### config.mk
export PLATFORM = sky130hd
export DESIGN_NAME = mix_columns_serial
export DESIGN_NICKNAME = d
export VERILOG_FILES = /design/src/rtl/mix_columns_serial.sv
export SDC_FILE = /design/constraint.sdc
export NUM_CORES = 1
export LEC_CHECK = 0
export BUFFER_PORTS_ARGS = -buffer_cell sky130_fd_sc_hd__buf_2
export CAP_MARGIN = 20
export CORE_UTILIZATION = 49
export CTS_BUF_LIST = sky130_fd_sc_hd__clkbuf_4
export DETAILED_ROUTE_END_ITERATION = 10
export GPL_TIMING_DRIVEN = 1
export HOLD_SLACK_MARGIN = 0.15
export PLACE_DENSITY = 0.79
export SLEW_MARGIN = 20
export SYNTH_ARGS = -nofsm -noshare
export SYNTH_HDL_FRONTEND = slang
export SYNTH_SLANG_ARGS = --single-unit
### constraint.sdc
create_clock -name clk -period 3.4 [get_ports clk]
set_input_delay 0.51 -clock clk [delete_from_list [all_inputs] [get_ports clk]]
set_output_delay 0.51 -clock clk [all_outputs]
set_load 0.05 [all_outputs]
### src/rtl/mix_columns_serial.sv
// Column-serial AES MixColumns / InvMixColumns: one 32-bit column per clock through a
// shared GF(2^8) datapath, result held on dout until the consumer accepts it.
module mix_columns_serial #(
  parameter bit ENABLE_INV = 1'b1
) (
  input  logic         clk,
  input  logic         rst,
  input  logic [127:0] din,
  input  logic         inv,
  input  logic         in_valid,
  output logic         in_ready,
  output logic [127:0] dout,
  output logic         out_valid,
  input  logic         out_ready
);

  typedef enum logic [1:0] {IDLE, CALC, DONE} state_t;

  state_t       state, state_nxt;
  logic [127:0] s;
  logic         m;
  logic [1:0]   col;
  logic [31:0]  col_in, col_out;

  function automatic logic [7:0] xtime(input logic [7:0] b);
    return {b[6:0], 1'b0} ^ (b[7] ? 8'h1b : 8'h00);
  endfunction

  // Row 0 lives in the MSB byte of the column word.
  function automatic logic [31:0] mix_col(input logic [31:0] c, input logic inv_mode);
    logic [7:0] a  [4];
    logic [7:0] x2 [4];
    logic [7:0] x4 [4];
    logic [7:0] x8 [4];
    logic [7:0] p3 [4];
    logic [7:0] p9 [4];
    logic [7:0] pb [4];
    logic [7:0] pd [4];
    logic [7:0] pe [4];
    logic [7:0] r  [4];
    a[0] = c[31:24];
    a[1] = c[23:16];
    a[2] = c[15:8];
    a[3] = c[7:0];
    for (int i = 0; i < 4; i++) begin
      x2[i] = xtime(a[i]);
      x4[i] = xtime(x2[i]);
      x8[i] = xtime(x4[i]);
      p3[i] = x2[i] ^ a[i];
      p9[i] = x8[i] ^ a[i];
      pb[i] = x8[i] ^ x2[i] ^ a[i];
      pd[i] = x8[i] ^ x4[i] ^ a[i];
      pe[i] = x8[i] ^ x4[i] ^ x2[i];
    end
    if (ENABLE_INV && inv_mode) begin
      r[0] = pe[0] ^ pb[1] ^ pd[2] ^ p9[3];
      r[1] = p9[0] ^ pe[1] ^ pb[2] ^ pd[3];
      r[2] = pd[0] ^ p9[1] ^ pe[2] ^ pb[3];
      r[3] = pb[0] ^ pd[1] ^ p9[2] ^ pe[3];
    end else begin
      r[0] = x2[0] ^ p3[1] ^ a[2]  ^ a[3];
      r[1] = a[0]  ^ x2[1] ^ p3[2] ^ a[3];
      r[2] = a[0]  ^ a[1]  ^ x2[2] ^ p3[3];
      r[3] = p3[0] ^ a[1]  ^ a[2]  ^ x2[3];
    end
    return {r[0], r[1], r[2], r[3]};
  endfunction

  always_comb begin
    col_in = s[127:96];
    case (col)
      2'd1:    col_in = s[95:64];
      2'd2:    col_in = s[63:32];
      2'd3:    col_in = s[31:0];
      default: col_in = s[127:96];
    endcase
    col_out = mix_col(col_in, m);
  end

  always_comb begin
    state_nxt = state;
    case (state)
      IDLE:    if (in_valid) state_nxt = CALC;
      CALC:    if (col == 2'd3) state_nxt = DONE;
      DONE:    if (out_ready) state_nxt = IDLE;
      default: state_nxt = IDLE;
    endcase
  end

  always_ff @(posedge clk) begin
    if (rst) begin
      state <= IDLE;
      s     <= '0;
      m     <= 1'b0;
      col   <= 2'd0;
    end else begin
      state <= state_nxt;
      case (state)
        IDLE: begin
          if (in_valid) begin
            s   <= din;
            m   <= inv & ENABLE_INV;
            col <= 2'd0;
          end
        end
        CALC: begin
          case (col)
            2'd0:    s[127:96] <= col_out;
            2'd1:    s[95:64]  <= col_out;
            2'd2:    s[63:32]  <= col_out;
            default: s[31:0]   <= col_out;
          endcase
          col <= col + 2'd1;
        end
        default: ;
      endcase
    end
  end

  // Outputs decode state only, so no path from in_valid/out_ready reaches them.
  assign in_ready  = (state == IDLE);
  assign out_valid = (state == DONE);
  assign dout      = s;

endmodule

# Yosys cells after proc, flatten, opt, wreduce, memory -nomap -nowiden
# Index checks and enable logic that the tools add are counted.
[classes]
addsub = 1
mul = 0
div_mod_pow = 0
order_cmp = 0
n_eq_ne = 12
shift = 0
n_mux = 26
n_bitwise = 64
reduce_logical = 11
[op_table]
columns = ["operator", "count"]
rows = [
  ["$xor A8 B8 Y8", 52],
  ["$pmux W128 S2", 1],
  ["$mux W32", 5],
  ["$mux W128", 1],
  ["$pmux W32 S3", 1],
  ["$xor A8 B5 Y8", 12],
  ["$mux W5", 12],
  ["$reduce_and A3 Y1", 5],
  ["$mux W2", 4],
  ["$ne A2 B2 Y1 const B", 4],
  ["$eq A2 B2 Y1 const B", 3],
  ["$ne A2 B1 Y1 const B", 3],
  ["$pmux W2 S3", 1],
  ["$eq A2 B1 Y1 const B", 2],
  ["$logic_not A2 Y1", 2],
  ["$pmux W2 S2", 1],
  ["$reduce_and A2 Y1", 2],
  ["$reduce_or A3 Y1", 1],
  ["$add A2 B1 Y2 const B", 1],
  ["$reduce_bool A2 Y1", 1],
]
[totals]
register_bits = 133
latch_bits = 0
ram_bits = 0
rom_bits = 0
in_bits = 133
output_inout_bits = 130
word_cells = 121
n_memories = 0

# Longest topological paths before layout
# Gate-level depths: netlist of run 1.
[logic_depth]
word_depth = 16
mapped_depth = 15
ltp_nobuf = 11

# Least setup slack after synthesis of run 1
# Ideal clock, no wire load.
[synth_timing]
kind = "flip-flop to flip-flop"
from = "register col[0]"
to = "register s[27], in the netlist dout[27]"
setup_ps = 79
arrival_time_ps = 3455
required_ps = 3321
slack_ps = -134
stages_incl_launch_ff = 13
path_buffers = 1
period_less_slack_ps = 3534
path_cell_list = "dfxtp_1 > inv_1 > ha_1 > buf_2 > a222oi_1 > xor2_1 > a21oi_1 > xnor2_1 > xnor2_1 > xnor3_1 > a211o_1 > a21o_1 > a211oi_2"
[synth_via]
elab_chain_len = 14
elab_cells_between_ends = 47
classes_between = "eq/ne: 4; mux: 14; bitwise: 26; reduce/logical: 3"
[synth_rtl]
columns = ["element", "line", "text"]
rows = [
  ["start, declared", "22", "logic [1:0] col;"],
  ["start signal, assigned", "113", "col <= col + 2'd1;"],
  ["$eq A2 B2 Y1, or another cell as far along", "71", "case (col)"],
  ["$pmux W32 S3", "71", ""],
  ["$mux W5 / $xor A8 B5 Y8 (equally long branches)", "26", "return {b[6:0], 1'b0} ^ (b[7] ? 8'h1b : 8'h00);"],
  ["$xor A8 B5 Y8", "26", ""],
  ["$xor A8 B5 Y8 / $mux W5 (equally long branches)", "26", ""],
  ["$xor A8 B5 Y8", "26", ""],
  ["$xor A8 B8 Y8 (on tied branches) (2 in a row)", "53, 51", ""],
  ["$xor A8 B8 Y8 (3 in a row)", "56", "r[0] = pe[0] ^ pb[1] ^ pd[2] ^ p9[3];"],
  ["$mux W32", "55", "if (ENABLE_INV && inv_mode) begin"],
  ["$mux W32", "107", "case (col)"],
  ["$pmux W128 S2", "98", "case (state)"],
  ["end signal, assigned", "101", "s <= din;"],
  ["end signal, assigned", "111", "default: s[31:0] <= col_out;"],
  ["end, declared", "20", "logic [127:0] s;"],
]
# Several ways; a longest one is shown, not always the timed one. The select of a mux whose other input is x is not followed.
# A chain may end at the register's enable or synchronous reset.

# Worst setup path in the final report of run 1
[layout_timing]
from = "register col[1]"
to = "register s[35], in the netlist dout[35]"
[layout_via]
elab_chain_len = 14
elab_cells_between_ends = 45
classes_between = "eq/ne: 4; mux: 14; bitwise: 26; reduce/logical: 1"
[layout_rtl]
columns = ["element", "line", "text"]
rows = [
  ["$eq A2 B2 Y1, or another cell as far along", "71", ""],
  ["$pmux W32 S3", "71", ""],
  ["$mux W5 / $xor A8 B5 Y8 (equally long branches)", "26", ""],
  ["$xor A8 B5 Y8", "26", ""],
  ["$xor A8 B5 Y8 / $mux W5 (equally long branches)", "26", ""],
  ["$xor A8 B5 Y8", "26", ""],
  ["$xor A8 B8 Y8 (on tied branches) (2 in a row)", "51, 52", ""],
  ["$xor A8 B8 Y8 (3 in a row)", "59", "r[3] = pb[0] ^ pd[1] ^ p9[2] ^ pe[3];"],
  ["$mux W32", "55", ""],
  ["$mux W32", "107", ""],
  ["$pmux W128 S2", "98", ""],
  ["end signal, assigned", "101", ""],
  ["end signal, assigned", "110", "2'd2: s[63:32] <= col_out;"],
]
# Several ways; a longest one is shown, not always the timed one. The select of a mux whose other input is x is not followed.

==> key figures, run 1 <==
Logic synthesis
  • Yosys cell types: 55
  • Post-synthesis sequential area ratio: 0.285
  • Yosys reg bits: 133
  • Top FF cell, synth: dfxtp_1
  • Async set-reset flop share out of synthesis: 0
  • Syn Area/Cell: 8.47 um^2
  • Syn. warnings: 0
  • Post-synthesis xor/xnor area fraction: 0.266
  • Synth Cell Area: 9330 um^2
  • Synth Net Count: 1240
  • Synth top area cells: dfxtp_1 29%, xnor2_1 14%, a21oi_1 8.0%, a211oi_1 7.7%, xnor3_1 6.5%
  • Post-synthesis simple-gate area fraction: 0.120
  • Mux share of post-synthesis cell area: 0.0169
  • Adder-cell area share of the yosys netlist: 0.00670
  • Gate Count Post-Synth: 1102
  • Largest family of logic cells by synthesized area: XOR/XNOR gates
  • Top cell type by total area after synthesis: dfxtp_1
  • Synth top area share: 0.285
  • EDFF count, synth: 0
  • Compound-Gate Fraction of Synth Area: 0.259
  • Top-count cell post-synth: xnor2_1
  • Top cells by count, synth: 151 x xnor2_1, 150 x a21oi_1, 146 x nor2_1

Route
  • Wire per inst: 24.3 um
  • Initial DRC Count: 1824
  • Via/cell ratio: 6.31
  • DR pass1 iterations: 7
  • Post-route DRC: 0
  • Vias: 11300
  • Final ANT Viol Nets: 0
  • Routed WL: 43600 um

Timing
  • Final setup violation count: 78
  • Worst Tran Pin Value: 898 ps
  • Final Hold Vio Count: 0
  • Tmin final: 3650 ps
  • Setup Skew: 35.6 ps
  • Fin crit share: 1.07
  • RSZ-0062 raised after global routing: yes
  • Final Max Slew Viols: 0
  • Max Clk Rate: 0.274 GHz
  • Final worst slack: -253 ps
  • Max_slew headroom: 0.399

Power
  • Peak supply drop: 0.000433 V
  • Static Leakage: 6.23 nW
  • PD cells: 819 nW/um^2

Clocking
  • Maximum clock path buffer count: 2
  • Clk slew on worst S/H paths: 130 ps
  • CTS tree: yes
  • CTS Sinks: 133
  • Total CTS buffers: 17
  • Post-CTS Hold Buffers: 0
  • Skew-Pair Late Insertion Delay: 610 ps
  • Htree depth: 4
  • Clock root cell: clkbuf_4

Placement
  • Detail Placement HPWL: 30500 um
  • IO Port Bufs: 262
  • Placed instance area: 12200 um^2
  • Gpl congestion: 1.09
  • Post-placement cell count: 1714

Critical path
  • Critical Path End Type: register
  • Crit Path Class: register to register
  • Max stage delay on crit path: 510 ps
  • Maximum fanout along the worst path: 6
  • Worst-case reg-to-reg path depth: 15
  • R2R setup slack: -250 ps
  • CP startpoint kind: register
  • CP Depth: 15
  • WP data arrival: 4090 ps
  • CP Cell Sequence: buf_6 > ha_4 > buf_6 > buf_6 > a222oi_1 > buf_4 > a21oi_4 > xnor2_2 > buf_4 > xnor3_1 > buf_4 > xnor3_1 > a21oi_2 > xnor2_2 > o32ai_1
  • WP buf/inv: 6
  • CP required: 3840 ps
  • Slowest-stage cell, CP: a222oi_1
  • Crit path max-delay family: XOR/XNOR gates

Global route
  • Total track usage: 0.409
  • Wire length of the first global-routing pass: 60200 um
  • Total gr overflow: 0
  • Initial antenna violation count: 2
  • Largest net degree at the start of global routing: 58
  • Vias in the first global route: 10000

Die
  • Initial Utilization: 0.499
  • I/O pin cnt: 263
  • Total die area: 19600 um^2
  • Core area: 18700 um^2
  • Die W: 140 um
  • Site Rows: 50
  • Die Y: 140 um

Cells and area
  • Layout area overhead: 52.1%
  • Share of layout cells above drive strength 1: 0.480
  • Final Instance Area: 14200 um^2
  • Nets: 1686
  • Layout Cells excl Fill: 1797
  • Layout fillers: 1235

Status
  • Outcome: finished with violations
  • Failing checks: setup timing

Run
  • Max cap viols: 0

Hold path
  • HP Class: primary input to register
  • Hold Path Cell Cnt: 3
## cells in the final DEF, fill, tap and decap left out, types with 8 or more instances in the layout
cell type	netlist	layout
a211oi_1	96	51
a211oi_2	4	49
a21oi_1	150	129
a21oi_2	4	22
a222oi_1	32	32
and3_1	13	12
buf_12	0	8
buf_2	11	261
buf_4	0	222
buf_6	3	25
clkbuf_4	0	18
dfxtp_1	133	131
inv_1	11	9
nand2_1	41	31
nand2_2	0	9
nand3b_1	11	11
nor2_1	146	145
nor2b_1	20	19
o21ai_0	15	10
o21ai_2	1	10
xnor2_1	151	117
xnor2_2	1	27
xnor2_4	1	9
xnor3_1	27	21
xor2_1	54	37
xor2_2	1	12
## timing repair
action	4_1_cts	5_1_grt
buffers inserted	21	29
pin swaps	44	82
gates resized for setup	70	163
setup endpoints to repair	110	127
cloned	2	1
## cell type report
| cell class | instances | area, um^2 | area share |
|---|---|---|---|
| flip-flops and latches | 133 | 2670 | 0.188 |
| repair buffers | 519 | 3490 | 0.246 |
| well taps | 234 | 293 | 0.0206 |
| clock inverters | 14 | 138 | 0.00969 |
| inverters | 12 | 47.5 | 0.00335 |
| clock buffers | 18 | 135 | 0.00952 |
| multi-input cells | 865 | 7420 | 0.523 |
| diodes | 2 | 5.00 | 0.000352 |
## cell families (layout without fill, tap and decap cells)
kind of cell               Yosys count  count (layout)
AOI/OAI and AO/OA                  357             357
adders and majority gates            5               5
other                                0               2
buffers and inverters              104             563
and+or+nand+nor                    253             253
xor gates and xnor gates           236             236
muxes                               14              14
DFF                                133             133
## routing by layer
layer / part of all wire / vias up / routed length (um) / GRT usage
met5: 0 / - / 0 / 0
met4: 0.059 / 0 / 2560 / 0.162
met3: 0.13 / 196 / 5780 / 0.0807
met2: 0.45 / 982 / 19600 / 0.652
met1: 0.36 / 5320 / 15700 / 0.543
li1: - / 4841 / - / -
## worst register-to-register path, delay by kind of cell, from the launching register on
family,cells,cell delay [ps]
XOR/XNOR,4,1230
flip-flops,1,400
AO/OA/AOI/OAI,4,820
adder cells (fa/ha/maj),1,170
buffers and inverters,6,910
## flip-flops by register name (all words and copies together), names as in the netlist
register  cells
state         2
col           2
m             1
dout        128
## power by group
| group | internal [mW] | switching [mW] |
|---|---|---|
| logic | 3.93 | 4.56 |
| clock network | 0.390 | 0.699 |
| registers | 1.77 | 0.272 |
## through the flow
stage	hold slack [ps]	setup TNS (ps)	utilization	setup WS (ps)	power, mW
after CTS	177	-518	0.697	-114	10.4
after floorplan	541	-119	-	-17.7	6.41
after detailed placement	508	-15220	0.654	-521	8.88
final	202	-6050	0.759	-253	11.6
after global routing	192	-13410	0.759	-293	12.0
after global placement	504	-12100	0.654	-370	8.82
## worst paths after layout
path	startpoint	endpoint
worst max-delay path	col[1]	dout[35]
worst min-delay path	inv	m
worst max register to register	col[1]	dout[35]
worst min register to register	dout[94]	dout[94]
(Power assumes the default switching activity.)
==> run 2: changes to the inputs <==
--- a/config.mk
+++ b/config.mk
@@ -5,14 +5,16 @@
 export SDC_FILE = /design/constraint.sdc
 export NUM_CORES = 1
 export LEC_CHECK = 0
+export ABC_AREA = 1
 export BUFFER_PORTS_ARGS = -buffer_cell sky130_fd_sc_hd__buf_2
 export CAP_MARGIN = 20
-export CORE_UTILIZATION = 49
+export CORE_UTILIZATION = 52
 export CTS_BUF_LIST = sky130_fd_sc_hd__clkbuf_4
 export DETAILED_ROUTE_END_ITERATION = 10
+export GPL_ROUTABILITY_DRIVEN = 0
 export GPL_TIMING_DRIVEN = 1
 export HOLD_SLACK_MARGIN = 0.15
-export PLACE_DENSITY = 0.79
+export PLACE_DENSITY = 0.8
 export SLEW_MARGIN = 20
 export SYNTH_ARGS = -nofsm -noshare
 export SYNTH_HDL_FRONTEND = slang
==> run 2 against run 1 <==
Net effect: hold slack worse by 7.2 ps; critical path depth up 6; critical endpoint is now dout[53]; cell area up 2.2%; the run now ends clean; routed wire length up 10%; global-route usage down 1.2 points; flip-flop and latch count unchanged; cell count up 48%; sequential power down 5%; die area up 22%; clock skew up 1.6 ps.
==> key figures, run 2 <==
Global route
  • Wire length of the first global-routing pass: 73300 um (+22%)
  • Total track usage: 0.397 (-0.0118)
  • Total gr overflow: 0 (unchanged)
  • Initial antenna violation count: 1 (-1)
  • Largest net degree at the start of global routing: 94 (+62%)
  • Vias in the first global route: 13500 (+35%)

Timing
  • Max_slew headroom: 0.337 (-0.0618)
  • Fin crit share: 0.968 (-0.106)
  • Worst Tran Pin Value: 995 ps (+96.7 ps)
  • Hold Worst Slack: 195 ps (-7.18 ps)
  • Final Hold Vio Count: 0 (unchanged)
  • Final Max Slew Viols: 0 (unchanged)
  • Setup Skew: 37.3 ps (+1.65 ps)
  • Final setup violation count: 0 (-100%)
  • Max Clk Rate: 0.304 GHz (+11%)
  • Tmin final: 3290 ps (-361 ps)

Clocking
  • Clk slew on worst S/H paths: 160 ps (+30 ps)
  • CTS tree: yes
  • Post-CTS Hold Buffers: 0 (unchanged)
  • CTS Sinks: 133 (unchanged)
  • Maximum clock path buffer count: 2 (unchanged)
  • Skew-Pair Late Insertion Delay: 560 ps (-50 ps)
  • Total CTS buffers: 17 (unchanged)
  • Clock root cell: clkbuf_4
  • Htree depth: 4 (unchanged)

Cells and area
  • Layout Cells excl Fill: 2663 (+48%)
  • Final Instance Area: 14500 um^2 (+2.2%)
  • Max reg flops: 128 (unchanged)
  • FF+latch area: 2670 um^2 (-0.19%)
  • Most common cell after layout, fill and taps aside: nand2_1
  • Most frequent cells in the layout: 896 x nand2_1, 262 x buf_2, 194 x inv_1
  • Nets: 2502 (+48%)
  • Layout fillers: 2127 (+72%)
  • Area of the multi-input gates: 8440 um^2 (+14%)
  • Share of layout cells above drive strength 1: 0.200 (-0.280)
  • Layout area overhead: 20.0%

Route
  • Vias: 15100 (+33%)
  • DR WL met3: 6460 um (+12%)
  • Routed WL: 48200 um (+10%)
  • Final ANT Viol Nets: 0 (unchanged)
  • Post-route DRC: 0 (unchanged)
  • Wire per inst: 18.1 um (-25%)
  • DR pass1 iterations: 8 (+1)
  • Via/cell ratio: 5.67 (-10%)
  • Initial DRC Count: 2131 (+17%)
  • WL met2: 20500 um (+4.6%)
  • Topmost layer with routed signal wires: met4
  • Metal-1 WL: 17900 um (+14%)

Hold path
  • Hold Path Cell Cnt: 3 (unchanged)
  • HP Class: primary input to register
  • Hold Startpoint: din[127]

Logic synthesis
  • Syn. warnings: 0 (unchanged)
  • Gate Count Post-Synth: 2090 (+90%)
  • Yosys reg bits: 133 (unchanged)
  • Synth top area cells: nand2_1 28%, dfxtp_1 22%, xor2_1 9.5%, inv_1 6.1%, o21ai_0 6.0%
  • EDFF count, synth: 0 (unchanged)
  • Yosys cell types: 41 (-25%)
  • Syn Area/Cell: 5.79 um^2 (-32%)
  • Top FF cell, synth: dfxtp_1
  • Synth Net Count: 2228 (+80%)
  • Synth Cell Area: 12100 um^2 (+30%)
  • Post-synthesis sequential area ratio: 0.220 (-0.0651)
  • Synth top area share: 0.284 (-0.00164)
  • Top-count cell post-synth: nand2_1
  • Top cells by count, synth: 914 x nand2_1, 196 x inv_1, 145 x o21ai_0
  • Async set-reset flop share out of synthesis: 0 (unchanged)
  • Top cell type by total area after synthesis: nand2_1

Placement
  • Post-placement cell count: 2625 (+53%)
  • IO Port Bufs: 262 (unchanged)
  • Placed instance area: 14000 um^2 (+15%)
  • Detail Placement HPWL: 37500 um (+23%)

Power
  • Static Leakage: 8.28 nW (+33%)
  • PD cells: 761 nW/um^2 (-7.1%)
  • Tot Pwr: 11.0 mW (-5.0%)
  • Peak supply drop: 0.000300 V (-31%)

Critical path
  • CP required: 3870 ps (+30 ps)
  • Critical Path End Type: register
  • Crit path from: col[0]
  • WP data arrival: 3760 ps (-330 ps)
  • Crit Path Class: register to register
  • R2R setup slack: 110 ps (+360 ps)
  • R2R Path End: dout[53]
  • Maximum fanout along the worst path: 31 (+25)
  • Setup crit end: dout[53]
  • CP startpoint kind: register
  • Worst-case reg-to-reg path depth: 21 (+6)
  • RR Startpoint: col[0]

Status
  • Outcome: finished, final reports clean

Die
  • I/O pin cnt: 263 (unchanged)
  • Core area: 22700 um^2 (+21%)
  • Total die area: 23900 um^2 (+22%)
  • Initial Utilization: 0.533 (+0.0337)
  • Site Rows: 55 (+10%)
  • Die W: 155 um (+10%)
  • Die Y: 155 um (+10%)

Run
  • Max cap viols: 0 (unchanged)
==> run 2: timing repair <==
item | in CTS | in global routing
setup endpoints to repair | 1 | 93
pin swaps | 0 | 4
setup buffers | 0 | 5
gates resized for setup | 1 | 42
==> run 2: routing by layer <==
| layer | track usage | vias to the layer above |
|---|---|---|
| met4 | 0.243 | 0 |
| li1 | - | 7058 |
| met2 | 0.595 | 1116 |
| met1 | 0.510 | 6675 |
| met5 | 0 | - |
| met3 | 0.101 | 240 |
==> run 2: cell families (layout without fill, tap and decap cells) <==
kind of cell	after synthesis	count (layout)	share of synthesized area
flip-flops	133	133	0.220
AO/OA/AOI/OAI	331	331	0.154
adder cells (fa/ha/maj)	5	5	0.00517
other	0	1	0
XOR/XNOR	185	185	0.143
buffers and inverters	290	577	0.0963
AND/OR/NAND/NOR	1146	1146	0.381
==> run 2: worst max-delay path, cell delays in order, from the launching register on <==
cell and delay, ps:
dfxtp_2 380, inv_1 90, ha_1 240, inv_2 100, buf_12 190, buf_4 160
nand2_1 100, nor2_1 220, nor2_4 100, nand2_1 70, nand2_1 130, nand2_1 200
nand2_2 150, nand2_1 90, nand2_1 60, xor2_1 200, inv_1 60, nand2_1 60
nand3_1 80, nand2_1 150, nand2_1 210, a21oi_1 180
==> run 2: worst min path at each step <==
stage / to / slack [ps]
after CTS: state[1] / 180
after detailed placement: dout[82] / 550
after global placement: col[1] / 520
after global routing: dout[17] / 180
final: dout[127] / 200
after floorplan: col[1] / 500
==> run 2: power breakdown <==
part           leakage (nW)  switching, mW  internal (mW)
Sequential             1.10          0.189           1.75
Clock                 0.143          0.700          0.381
Combinational          7.03           5.45           2.57
==> run 2: final cells by class <==
type                       count  area share
multi-input combinational   1667       0.581
sequential                   133       0.184
timing repair buffer         342       0.139
inverter                     203      0.0527
tap                          285      0.0246
clock inverter                15     0.00974
clock buffer                  17     0.00879
antenna                        1    0.000172
==> run 2: metrics by stage <==
step	worst slack, ps	setup TNS (ps)	utilization
global route	-52.4	-353	0.639
CTS	50.5	0	0.630
finish	108	0	0.639
detailed placement	18.5	0	0.618
floorplan	723	0	-
global placement	142	0	0.618
